$ cat src/rtl/inst_loader_if.sv
// Byte-stream input, RAM write port and status signals of the instruction loader.
// The loader itself uses the slave modport; the controlling side uses master.
interface inst_loader_if #(
   parameter int ADDR_WIDTH = 15
);
   logic                  start;
   logic [7:0]            rx_data;
   logic                  rx_valid;
   logic [ADDR_WIDTH-1:0] ram_addr;
   logic                  ram_enable;
   logic                  ram_write_enable;
   logic [31:0]           ram_write_data;
   logic                  busy;
   logic                  done;
   logic                  error;
   logic [ADDR_WIDTH:0]   words_loaded;

   modport slave (
      input  start, rx_data, rx_valid,
      output ram_addr, ram_enable, ram_write_enable, ram_write_data,
             busy, done, error, words_loaded
   );

   modport master (
      output start, rx_data, rx_valid,
      input  ram_addr, ram_enable, ram_write_enable, ram_write_data,
             busy, done, error, words_loaded
   );
endinterface

$ cat src/rtl/inst_loader.sv
// Boot loader front end: assembles a little-endian word count and data words from a
// UART byte stream and writes the words sequentially into the instruction RAM.
module inst_loader #(
   parameter int ADDR_WIDTH = 15,
   parameter int BASE_ADDR  = 0
) (
   input  logic          clk,
   input  logic          rst,
   inst_loader_if.slave  bus
);
   localparam logic [ADDR_WIDTH-1:0] BASE_A = ADDR_WIDTH'(BASE_ADDR);
   // Largest acceptable word count; 33 bits so the 32-bit length is never truncated.
   localparam logic [32:0] LIMIT = (33'd1 << ADDR_WIDTH) - 33'(BASE_ADDR);

   typedef enum logic [2:0] {IDLE, LEN, DATA, DONE, ERR} state_t;

   state_t                state, state_nxt;
   logic [1:0]            byte_cnt, byte_cnt_nxt;
   logic [31:0]           length, length_nxt;
   logic [23:0]           word_buf, word_buf_nxt;
   logic [ADDR_WIDTH-1:0] addr_q, addr_nxt;
   logic [31:0]           wdata_q, wdata_nxt;
   logic [ADDR_WIDTH:0]   wl_q, wl_nxt, wl_inc;
   logic                  wr_q, wr_nxt;
   logic                  busy_q, busy_nxt;
   logic                  done_q, done_nxt;
   logic                  error_q, error_nxt;
   logic [31:0]           len_full, word_full;

   always_ff @(posedge clk) begin
      if (rst) begin
         state    <= IDLE;
         byte_cnt <= '0;
         length   <= '0;
         word_buf <= '0;
         addr_q   <= BASE_A;
         wdata_q  <= '0;
         wl_q     <= '0;
         wr_q     <= 1'b0;
         busy_q   <= 1'b0;
         done_q   <= 1'b0;
         error_q  <= 1'b0;
      end else begin
         state    <= state_nxt;
         byte_cnt <= byte_cnt_nxt;
         length   <= length_nxt;
         word_buf <= word_buf_nxt;
         addr_q   <= addr_nxt;
         wdata_q  <= wdata_nxt;
         wl_q     <= wl_nxt;
         wr_q     <= wr_nxt;
         busy_q   <= busy_nxt;
         done_q   <= done_nxt;
         error_q  <= error_nxt;
      end
   end

   always_comb begin
      state_nxt    = state;
      byte_cnt_nxt = byte_cnt;
      length_nxt   = length;
      word_buf_nxt = word_buf;
      addr_nxt     = addr_q;
      wdata_nxt    = wdata_q;
      wl_nxt       = wl_q;
      wr_nxt       = 1'b0;
      len_full     = {bus.rx_data, length[23:0]};
      word_full    = {bus.rx_data, word_buf};
      wl_inc       = wl_q + (ADDR_WIDTH+1)'(1);

      case (state)
         IDLE, DONE, ERR: begin
            if (bus.start) begin
               state_nxt    = LEN;
               byte_cnt_nxt = '0;
               wl_nxt       = '0;
               addr_nxt     = BASE_A;
            end
         end
         LEN: begin
            if (bus.rx_valid) begin
               byte_cnt_nxt = byte_cnt + 2'd1;
               case (byte_cnt)
                  2'd0:    length_nxt[7:0]   = bus.rx_data;
                  2'd1:    length_nxt[15:8]  = bus.rx_data;
                  2'd2:    length_nxt[23:16] = bus.rx_data;
                  default: begin
                     length_nxt = len_full;
                     if (len_full == 32'd0)            state_nxt = DONE;
                     else if ({1'b0, len_full} > LIMIT) state_nxt = ERR;
                     else                               state_nxt = DATA;
                  end
               endcase
            end
         end
         DATA: begin
            if (bus.rx_valid) begin
               byte_cnt_nxt = byte_cnt + 2'd1;
               case (byte_cnt)
                  2'd0:    word_buf_nxt[7:0]   = bus.rx_data;
                  2'd1:    word_buf_nxt[15:8]  = bus.rx_data;
                  2'd2:    word_buf_nxt[23:16] = bus.rx_data;
                  default: begin
                     // Address uses the count before this write; the count advances with it.
                     wr_nxt    = 1'b1;
                     wdata_nxt = word_full;
                     addr_nxt  = BASE_A + wl_q[ADDR_WIDTH-1:0];
                     wl_nxt    = wl_inc;
                     if (32'(wl_inc) == length) state_nxt = DONE;
                  end
               endcase
            end
         end
         default: state_nxt = IDLE;
      endcase

      busy_nxt  = (state_nxt == LEN) || (state_nxt == DATA);
      done_nxt  = (state_nxt == DONE);
      error_nxt = (state_nxt == ERR);
   end

   assign bus.ram_addr         = addr_q;
   assign bus.ram_enable       = wr_q;
   assign bus.ram_write_enable = wr_q;
   assign bus.ram_write_data   = wdata_q;
   assign bus.busy             = busy_q;
   assign bus.done             = done_q;
   assign bus.error            = error_q;
   assign bus.words_loaded     = wl_q;
endmodule

$ cat src/flat_wrapper.sv
// flat-port wrapper written by rule: the top's interface ports become plain ports
module inst_loader_flat 
#(
   parameter int ADDR_WIDTH = 15,
   parameter int BASE_ADDR  = 0
)
  (clk, rst, bus_start, bus_rx_data, bus_rx_valid, bus_ram_addr, bus_ram_enable, bus_ram_write_enable, bus_ram_write_data, bus_busy, bus_done, bus_error, bus_words_loaded);
  inst_loader_if #(.ADDR_WIDTH(ADDR_WIDTH)) bus_i ();
  input  logic clk;
  input  logic rst;
  input wire logic [$bits(bus_i.start)-1:0] bus_start;
  input wire logic [$bits(bus_i.rx_data)-1:0] bus_rx_data;
  input wire logic [$bits(bus_i.rx_valid)-1:0] bus_rx_valid;
  output wire logic [$bits(bus_i.ram_addr)-1:0] bus_ram_addr;
  output wire logic [$bits(bus_i.ram_enable)-1:0] bus_ram_enable;
  output wire logic [$bits(bus_i.ram_write_enable)-1:0] bus_ram_write_enable;
  output wire logic [$bits(bus_i.ram_write_data)-1:0] bus_ram_write_data;
  output wire logic [$bits(bus_i.busy)-1:0] bus_busy;
  output wire logic [$bits(bus_i.done)-1:0] bus_done;
  output wire logic [$bits(bus_i.error)-1:0] bus_error;
  output wire logic [$bits(bus_i.words_loaded)-1:0] bus_words_loaded;
  assign bus_i.start = bus_start;
  assign bus_i.rx_data = bus_rx_data;
  assign bus_i.rx_valid = bus_rx_valid;
  assign bus_ram_addr = bus_i.ram_addr;
  assign bus_ram_enable = bus_i.ram_enable;
  assign bus_ram_write_enable = bus_i.ram_write_enable;
  assign bus_ram_write_data = bus_i.ram_write_data;
  assign bus_busy = bus_i.busy;
  assign bus_done = bus_i.done;
  assign bus_error = bus_i.error;
  assign bus_words_loaded = bus_i.words_loaded;
  inst_loader #(.ADDR_WIDTH(ADDR_WIDTH), .BASE_ADDR(BASE_ADDR)) u_core (.clk(clk), .rst(rst), .bus(bus_i));
endmodule
$ cat config.mk
export PLATFORM = sky130hd
export DESIGN_NAME = inst_loader_flat
export DESIGN_NICKNAME = d
export VERILOG_FILES = /design/src/rtl/inst_loader_if.sv /design/src/rtl/inst_loader.sv /design/src/flat_wrapper.sv
export SDC_FILE = /design/constraint.sdc
export NUM_CORES = 1
export LEC_CHECK = 0
export CAP_MARGIN = 25
export CORE_ASPECT_RATIO = 2
export CORE_UTILIZATION = 50
export DETAILED_ROUTE_END_ITERATION = 16
export GPL_TIMING_DRIVEN = 0
export PLACE_DENSITY_LB_ADDON = 0.15
export SLEW_MARGIN = 20
export SYNTH_ARGS = -nofsm -noshare
export SYNTH_HDL_FRONTEND = slang
export SYNTH_SLANG_ARGS = --single-unit
$ cat constraint.sdc
create_clock -name clk -period 4.2 [get_ports clk]
set_clock_uncertainty 0.2 [all_clocks]
set_input_delay 0.63 -clock clk [delete_from_list [all_inputs] [get_ports clk]]
set_output_delay 0.63 -clock clk [all_outputs]
set_load 0.05 [all_outputs]
==> qor.csv, run 1 <==
stage;metric;value;unit
setup_path;Crit Path Category;in2reg;
timing;final worst-path cycle share;77.1;%
yosys;Yosys reg bits;128;
detailed_routing;DR iter-0 viols;422;
yosys;FFs w/ async S/R, synth;0;%
grt;initial antenna violation count;0;
yosys;synthesized instance count;688;
worst_hold_path;Hold Path Class;reg2reg;
timing;worst-margin pin slew;800;ps
timing;final hold violation count;0;
setup_path;flop-to-flop setup slack;1040;ps
floorplanning;Initial Util;51.9;%
clock_tree;Post-CTS Setup Bufs;0;
yosys;Post-Syn Area per Cell;8.00;um^2
setup_path;reg2reg start;u_core.bus.words_loaded[0];
grt;total congestion overflow;0;
yosys;Unique masters post-synth;56;
placement;Final HPWL DP;11.8;mm
setup_path;R2R depth;7;
clock_tree;Root Driver;clkbuf_16;
floorplanning;area of the core;10600;um^2
clock_tree;CTS Buffer Depth;2;
setup_path;CP arrival;3320;ps
finish;Area Growth Syn to Fin;26.0;%
floorplanning;Die W;76.2;um
clock_tree;CTS Sinks;128;
detailed_routing;drt drc;0;
clock_tree;Worst-path clk slew;50;ps
placement;gp weighted congestion;0.906;
timing;final setup margin;963;ps
placement;Post-DP Area;6370;um^2
clock_tree;TritonCTS clock tree;done;
timing;final setup TNS;0;ps
clock_tree;CTS HTree Levels;4;
detailed_routing;wire length per cell;17.9;um
setup_path;CP Capture Point;u_core.bus.busy;
detailed_routing;Detail Route Antenna Nets;0;
setup_path;reg-to-reg critical path endpoint;u_core.bus.busy;
finish;most frequent cells in the layout;nand2_1 (137), dfxtp_1 (128), a21oi_1 (116);
detailed_routing;routed wire length;16.6;mm
yosys;sequential-to-total area share from yosys stat;46.6;%
detailed_routing;vias per std cell;5.81;
placement;worst slack at placement;540;ps
floorplanning;Rows;53;
floorplanning;die height;150;um
timing;final setup violation count;0;
finish;final instance area;6930;um^2
yosys;Net Count, Synth;705;
clock_tree;cts hold-fix bufs;0;
clock_tree;Post-CTS Resized;0;
timing;fin. max-slew vios;0;
yosys;Post-synth EDFFs;0;
power_and_ir_drop;P per Cell Area;396;nW/um^2
setup_path;critical path required time;4290;ps
grt;largest net degree at the start of global routing;17;
finish;layout cells sized above 1;6.96;%
setup_path;CP startpoint;bus_rx_valid;
clock_tree;clk_lat worst skew;420;ps
timing;RSZ-0062 raised after global routing;no;
run;max_cap viols;0;
setup_path;crit path max fanout;8;
finish;most common cell after layout, fill and taps aside;nand2_1;
detailed_routing;total vias in the final route;5386;
setup_path;element type at the critical path end;flop;
placement;Port Buffer Count;70;
grt;Tot GR Track Use;29.6;%
timing;Tmin final;3240;ps
clock_tree;cts bufs inserted;17;
finish;antenna diode count;0;
floorplanning;total die area;11500;um^2
finish;Layout Nets;794;
yosys;Mapped Area;5500;um^2
yosys;Synth warnings;0;
yosys;Post-synth top flop;dfxtp_1;
setup_path;kind of start point of the critical path;input pin;
floorplanning;I/O pins;80;
grt;vias in the first global route;5084;
timing;Max Clock Freq;309;MHz
detailed_routing;drt pass-1 iters;7;
timing;Worst slew margin;46.7;%
power_and_ir_drop;Pleak;2.29;nW
outcome;status;complete, no violations;
grt;first-pass GRT wire length;25.8;mm
power_and_ir_drop;maximum VDD drop;0.281;mV
-- report_power, final --
group / total, W / switching [W] / internal (W)
registers: 0.00123 / 0.00000743 / 0.00122
clock network: 0.00139 / 0.000566 / 0.000829
logic: 0.000122 / 0.0000910 / 0.0000314
-- state kept, by name, indices dropped and copies added (netlist names) --
register / count
u_core.bus.ram_addr: 15
u_core.byte_cnt: 2
u_core.bus.words_loaded: 16
u_core.length: 32
u_core.bus.busy: 1
u_core.word_buf: 24
u_core.bus.ram_write_data: 32
u_core.bus.ram_enable: 1
u_core.state: 3
u_core.bus.error: 1
u_core.bus.done: 1
-- cells in the mapped netlist (4+ instances only) --
master | n | area [um^2]
o21ai_0 | 16 | 80.1
dfxtp_1 | 128 | 2560
nand2_1 | 137 | 514
nand4_1 | 8 | 50.1
a21oi_1 | 116 | 581
buf_1 | 11 | 41.3
ha_1 | 5 | 62.6
xor2_1 | 7 | 61.3
nor4_1 | 11 | 68.8
nor3_1 | 6 | 30.0
a21o_1 | 4 | 30.0
clkbuf_1 | 41 | 154
xnor2_1 | 16 | 140
nor2_1 | 35 | 131
nand3b_1 | 5 | 37.5
inv_1 | 5 | 18.8
buf_6 | 4 | 45.0
a22oi_1 | 16 | 120
nand3_1 | 65 | 325
-- layer usage --
layer | track usage (%) | up-vias | part of all wire, %
li1 | - | 2557 | -
met5 | 0 | - | 0
met2 | 56.3 | 227 | 55
met1 | 28.8 | 2552 | 36
met3 | 5.76 | 50 | 4.7
met4 | 19.4 | 0 | 4.7
-- per-stage QoR --
stage	total power, W	std cells	hold slack (ps)	util (%)
final	0.00275	927	251	65.3
after CTS	0.00275	927	253	65.3
after detailed placement	0.00137	895	246	60.1
after floorplan	0.00133	688	232	-
after global placement	0.00137	895	240	60.1
after global routing	0.00282	927	273	65.3
-- logic make-up after synthesis --
logic type,share of synthesized area (%)
compound gates,17.1
xor+xnor,3.66
fa+ha+maj,1.14
buf+inv,5.62
flops,46.6
mux,0.182
simple gates,25.7
-- worst min path at each step --
stage | start | end | slack, ps | depth (start not counted)
after global placement | u_core.word_buf[16] | u_core.bus.ram_write_data[16] | 240 | 2
after global routing | u_core.bus.ram_write_data[19] | u_core.bus.ram_write_data[19] | 270 | 2
after detailed placement | u_core.bus.ram_write_data[15] | u_core.bus.ram_write_data[15] | 250 | 2
final | u_core.bus.ram_write_data[15] | u_core.bus.ram_write_data[15] | 250 | 2
after floorplan | u_core.word_buf[0] | u_core.bus.ram_write_data[0] | 230 | 2
after CTS | u_core.bus.ram_write_data[15] | u_core.bus.ram_write_data[15] | 250 | 2
-- critical path, stage by stage --
cell and delay (ps):
clkdlybuf4s50_1 510, nand2b_1 100, nor3b_2 230, nand2_1 330
or4_1 630, a2111oi_1 420, a31oi_1 290, mux2i_1 180
-- final cells by class --
class	instances	area, um^2
Timing Repair Buffer	70	701
Inverter	5	18.8
Multi-Input combinational cell	494	2630
Fill cell	962	3680
Buffer	61	290
Sequential cell	128	2560
Clock inverter	13	115
Clock buffer	19	443
Tap cell	137	171
Power figures use the tool's default switching activity.
==> run 2: changes to the inputs <==
Clock period 4.2 ns to 3.3 ns, I/O delays scaled along.
==> run 2 against run 1 <==
- combinational power grew 27%
- sequential power grew 27%
- count of clock-buffer cells in the layout is the same
- non-clock buffer count is the same
- global-route usage is the same
- critical endpoint unchanged
- largest cell class unchanged
- highest routed layer unchanged
==> qor.csv, run 2 (synthesis results as in run 1) <==
stage;metric;value;unit;change
placement;gp weighted congestion;0.906;;unchanged
detailed_routing;drt pass-1 iters;5;;was 7
clock_tree;cts hold-fix bufs;0;;unchanged
detailed_routing;drt drc;0;;unchanged
clock_tree;Root Driver;clkbuf_16;;unchanged
timing;final setup violation count;0;;unchanged
grt;vias in the first global route;5084;;unchanged
timing;Worst slew margin;45.9;%;was 46.7%
timing;Tmin final;3110;ps;
finish;final cell count without fillers;927;;unchanged
placement;Placed Cells;895;;unchanged
detailed_routing;routed wire length;16.6;mm;about the same
detailed_routing;vias per std cell;5.83;;was 5.81
finish;most frequent cells in the layout;nand2_1 (137), dfxtp_1 (128), a21oi_1 (116);;unchanged
grt;initial antenna violation count;0;;unchanged
setup_path;Crit Path Category;in2reg;;unchanged
finish;Layout Nets;794;;unchanged
finish;most common cell after layout, fill and taps aside;nand2_1;;unchanged
floorplanning;total die area;11500;um^2;unchanged
finish;Area Growth Syn to Fin;26.1;%;was 26.0%
floorplanning;area of the core;10600;um^2;unchanged
timing;Max Clock Freq;322;MHz;
finish;Fill cells;964;;was 962
floorplanning;I/O pins;80;;unchanged
timing;worst-margin pin slew;811;ps;was 800 ps
power_and_ir_drop;maximum VDD drop;0.363;mV;was 0.281 mV
clock_tree;cts bufs inserted;17;;unchanged
timing;RSZ-0062 raised after global routing;no;;unchanged
floorplanning;die height;150;um;unchanged
timing;final worst-path cycle share;94.2;%;
clock_tree;CTS Sinks;128;;unchanged
grt;Tot GR Track Use;29.6;%;unchanged
worst_hold_path;Hold Path Class;reg2reg;;unchanged
detailed_routing;Detail Route Antenna Nets;0;;unchanged
clock_tree;clk_lat worst skew;420;ps;about the same
timing;fin. max-slew vios;0;;unchanged
grt;largest net degree at the start of global routing;17;;unchanged
finish;antenna diode count;0;;unchanged
clock_tree;CTS Buffer Depth;2;;unchanged
clock_tree;TritonCTS clock tree;done;;unchanged
setup_path;critical path required time;3390;ps;was 4290 ps
power_and_ir_drop;total power draw;0.00350;W;was 0.00275 W
placement;Final HPWL DP;11.8;mm;unchanged
clock_tree;Worst-path clk slew;60;ps;was 50 ps
grt;total congestion overflow;0;;unchanged
worst_hold_path;Worst Hold Path Cells;2;;unchanged
outcome;status;complete, no violations;;unchanged
placement;Port Buffer Count;70;;unchanged
power_and_ir_drop;Pleak;2.29;nW;about the same
clock_tree;CTS HTree Levels;4;;unchanged
finish;post-layout util;65.4;%;was 65.3%
power_and_ir_drop;P per Cell Area;504;nW/um^2;was 396 nW/um^2
setup_path;crit path max fanout;8;;unchanged
finish;layout cells sized above 1;7.09;%;was 6.96%
floorplanning;Die W;76.2;um;unchanged
setup_path;kind of start point of the critical path;input pin;;unchanged
run;max_cap viols;0;;unchanged
finish;final instance area;6940;um^2;was 6930 um^2
setup_path;element type at the critical path end;flop;;unchanged
floorplanning;Initial Util;51.9;%;unchanged
placement;Post-DP Area;6370;um^2;unchanged
grt;first-pass GRT wire length;25.8;mm;unchanged
floorplanning;Rows;53;;unchanged
setup_path;R2R depth;7;;unchanged
setup_path;CP arrival;3200;ps;was 3320 ps
timing;final setup TNS;0;ps;unchanged
detailed_routing;total vias in the final route;5405;;was 5,386
detailed_routing;DR iter-0 viols;378;;was 422
detailed_routing;wire length per cell;17.9;um;about the same
timing;final hold violation count;0;;unchanged
## run 2: cell types whose count changed in the layout (fill, tap and decap cells not counted)
cell	change
nor4_1	-1
nor4_2	+1
## run 2: worst paths after layout
check,start,to,slack [ps]
hold / removal,u_core.bus.ram_write_data[15],u_core.bus.ram_write_data[15],250
setup reg to reg,u_core.bus.words_loaded[0],u_core.bus.busy,210
setup / recovery,bus_rx_valid,u_core.bus.busy,190
hold reg to reg,u_core.bus.ram_write_data[15],u_core.bus.ram_write_data[15],250
## run 2: metal layers
layer	routed length, um	GRT usage, %	up-vias
li1	-	-	2558
met1	5790	28.8	2553
met2	9080	56.3	236
met3	862	5.76	58
met4	832	19.4	0
met5	0	0	-
## run 2: layout make-up
cell class	count	area, um^2	area share [%]
well taps	137	171	2.47
multi-input cells	494	2640	38.0
flip-flops and latches	128	2560	36.9
plain buffers	61	290	4.18
clock buffers	19	443	6.38
repair buffers	70	701	10.1
clock inverters	13	115	1.66
inverters	5	18.8	0.270
## run 2: timing repair
| action | 4_1_cts | 5_1_grt |
|---|---|---|
| setup endpoints to repair | 0 | 3 |
| setup buffers | 0 | 0 |
| resized for setup | 0 | 1 |
## run 2: critical path, cell delays in order
cell and delay, ps:
clkdlybuf4s50_1 510, nand2b_1 100, nor3b_2 220, nand2_1 340, or4_1 650, a2111oi_1 420
a31oi_1 280, mux2i_1 180
## run 2: through the flow
stage	hold WS, ps	worst slack [ps]
2_1_floorplan	232	296
3_3_place_gp	240	-208
3_5_place_dp	246	-225
4_1_cts	253	96.6
5_1_grt	273	107
6_report	251	191
## run 2: report_power, final
group	switching, W	internal [W]
logic	0.000115	0.0000400
clock network	0.000727	0.00105
registers	0.00000942	0.00155
==> run 3: changes to the inputs <==
Settings changed: CORE_MARGIN from default to 3.
==> run 3 against run 2 <==
- clock power up 3%
- count of clock-buffer cells in the layout is 1 lower
- non-clock buffer count did not move
- die area rose by 8.1%
- setup slack worse by 12 ps
- cell count decreased by 0.11%
- worst hold slack gained 0.71 ps
- critical path type is now reg2reg
- routed wire length decreased by 1.8%
- global-route usage shrank 2.7 points
==> qor.csv, run 3 (synthesis results as in run 1) <==
stage;metric;value;unit;change
power_and_ir_drop;register share of total power;43.9;%;was 44.7%
grt;Tot GR Track Use;26.9;%;was 29.6%
clock_tree;CTS Sinks;128;;unchanged
grt;first-pass GRT wire length;25.4;mm;was 25.8 mm
detailed_routing;Detail Route Antenna Nets;0;;unchanged
grt;total congestion overflow;0;;unchanged
worst_hold_path;Hold Crit Start;u_core.word_buf[0];;was u_core.bus.ram_write_data[15]
run;max_cap viols;0;;unchanged
setup_path;R2R depth;7;;unchanged
timing;final hold violation count;0;;unchanged
timing;RSZ-0062 raised after global routing;no;;unchanged
timing;worst-margin pin slew;789;ps;was 811 ps
detailed_routing;total vias in the final route;5309;;was 5,405
setup_path;reg-to-reg critical path endpoint;u_core.bus.busy;;unchanged
detailed_routing;vias per std cell;5.73;;was 5.83
finish;most common cell after layout, fill and taps aside;nand2_1;;unchanged
floorplanning;Rows;53;;unchanged
detailed_routing;routed wire length;16.3;mm;was 16.6 mm
floorplanning;total die area;12400;um^2;was 11,500 um^2
setup_path;kind of start point of the critical path;flop;;was input pin
power_and_ir_drop;clock power share;51.7;%;was 50.9%
grt;largest net degree at the start of global routing;17;;unchanged
timing;Worst slew margin;47.4;%;was 45.9%
power_and_ir_drop;Pleak;2.29;nW;about the same
timing;final setup TNS;0;ps;unchanged
floorplanning;I/O pins;80;;unchanged
finish;Layout Nets;794;;unchanged
detailed_routing;wire length per cell;17.6;um;was 17.9 um
floorplanning;Initial Util;51.9;%;unchanged
power_and_ir_drop;NetSw;0.000837;W;was 0.000851 W
timing;final setup margin;178;ps;was 191 ps
power_and_ir_drop;Logic pwr share;4.4;%;about the same
placement;worst slack at placement;-187;ps;was -225 ps
worst_hold_path;Hold Path Class;reg2reg;;unchanged
setup_path;critical path required time;3400;ps;was 3390 ps
grt;vias in the first global route;5068;;was 5,084
detailed_routing;drt drc;0;;unchanged
outcome;status;complete, no violations;;unchanged
floorplanning;die height;154;um;was 150 um
power_and_ir_drop;Int Pwr;0.00272;W;was 0.00265 W
clock_tree;CTS Buffer Depth;2;;unchanged
power_and_ir_drop;maximum VDD drop;0.399;mV;was 0.363 mV
timing;final worst-path cycle share;94.6;%;was 94.2%
detailed_routing;drt pass-1 iters;5;;unchanged
clock_tree;TritonCTS clock tree;done;;unchanged
finish;antenna diode count;0;;unchanged
floorplanning;area of the core;10600;um^2;unchanged
timing;Tmin final;3120;ps;was 3110 ps
setup_path;CP startpoint;u_core.bus.words_loaded[0];;was bus_rx_valid
clock_tree;clk_lat worst skew;420;ps;about the same
floorplanning;Die W;80.2;um;was 76.2 um
setup_path;reg2reg start;u_core.bus.words_loaded[0];;unchanged
timing;fin. max-slew vios;0;;unchanged
clock_tree;Worst-path clk slew;60;ps;about the same
worst_hold_path;hold endpoint;u_core.bus.ram_write_data[0];;was u_core.bus.ram_write_data[15]
timing;Max Clock Freq;320;MHz;was 322 MHz
finish;most frequent cells in the layout;nand2_1 (137), dfxtp_1 (128), a21oi_1 (116);;unchanged
setup_path;crit path max fanout;9;;was 8
setup_path;CP arrival;3220;ps;was 3200 ps
worst_hold_path;Worst Hold Path Cells;2;;unchanged
setup_path;Crit Path Category;reg2reg;;was in2reg
placement;Final HPWL DP;11.6;mm;was 11.8 mm
finish;layout cells sized above 1;7.10;%;was 7.09%
finish;Area Growth Syn to Fin;26.5;%;was 26.1%
grt;initial antenna violation count;0;;unchanged
clock_tree;Root Driver;clkbuf_16;;unchanged
setup_path;flop-to-flop setup slack;180;ps;was 210 ps
clock_tree;cts bufs inserted;17;;unchanged
setup_path;element type at the critical path end;flop;;unchanged
timing;Hold WS;251;ps;about the same
detailed_routing;DR iter-0 viols;334;;was 378
placement;Port Buffer Count;70;;unchanged
clock_tree;CTS HTree Levels;4;;unchanged
power_and_ir_drop;sw frac;23.5;%;was 24.3%
clock_tree;cts hold-fix bufs;0;;unchanged
timing;final setup violation count;0;;unchanged
power_and_ir_drop;P per Cell Area;511;nW/um^2;was 504 nW/um^2
placement;gp weighted congestion;0.905;;was 0.906
[run 3: routing by layer]
layer  wire [um]  GRT usage [%]
met5           0              0
met4         953           17.1
met3         928           6.76
met2        8680           48.7
met1        5700           26.1
[run 3: stage by stage]
step	std cells	area [um^2]	util, %	total power (W)
after CTS	926	6950	65.5	0.00356
after floorplan	688	5500	-	0.00169
after global placement	895	6370	60.1	0.00174
final	926	6960	65.6	0.00356
after global routing	926	6960	65.6	0.00364
after detailed placement	895	6370	60.1	0.00175
[run 3: worst max path at each step]
stage,to,slack (ps)
after floorplan,u_core.bus.busy,300
after global placement,u_core.bus.busy,-200
after detailed placement,u_core.bus.busy,-190
after CTS,u_core.bus.busy,210
after global routing,u_core.bus.busy,30
final,u_core.bus.busy,180
[run 3: power by group through the flow]
| stage | Combinational (W) | Clock (W) | Sequential (W) |
|---|---|---|---|
| global route | 0.000166 | 0.00191 | 0.00156 |
| finish | 0.000155 | 0.00184 | 0.00156 |
| CTS | 0.000152 | 0.00185 | 0.00156 |
| floorplan | 0.0000942 | 0 | 0.00160 |
| global placement | 0.000148 | 0 | 0.00160 |
| detailed placement | 0.000150 | 0 | 0.00160 |
[run 3: layout make-up]
type / instances / area [um^2]
fill: 941 / 3650
multi-input combinational: 494 / 2640
sequential: 128 / 2560
timing repair buffer: 70 / 701
clock buffer: 18 / 439
buffer: 61 / 290
tap: 137 / 171
clock inverter: 13 / 139
inverter: 5 / 18.8
[run 3: repair_timing]
item / in CTS / in global routing
setup endpoints to repair: 0 / 1
buffers inserted: 0 / 0
resized for setup: 0 / 1
[run 3: critical path, cell delays in order (launching register included)]
cell and delay (ps):
dfxtp_1 500, nand4_1 390, nor4_1 580, xnor2_1 180
o21ai_0 160, a2111oi_1 570, a31oi_2 250, mux2i_1 160
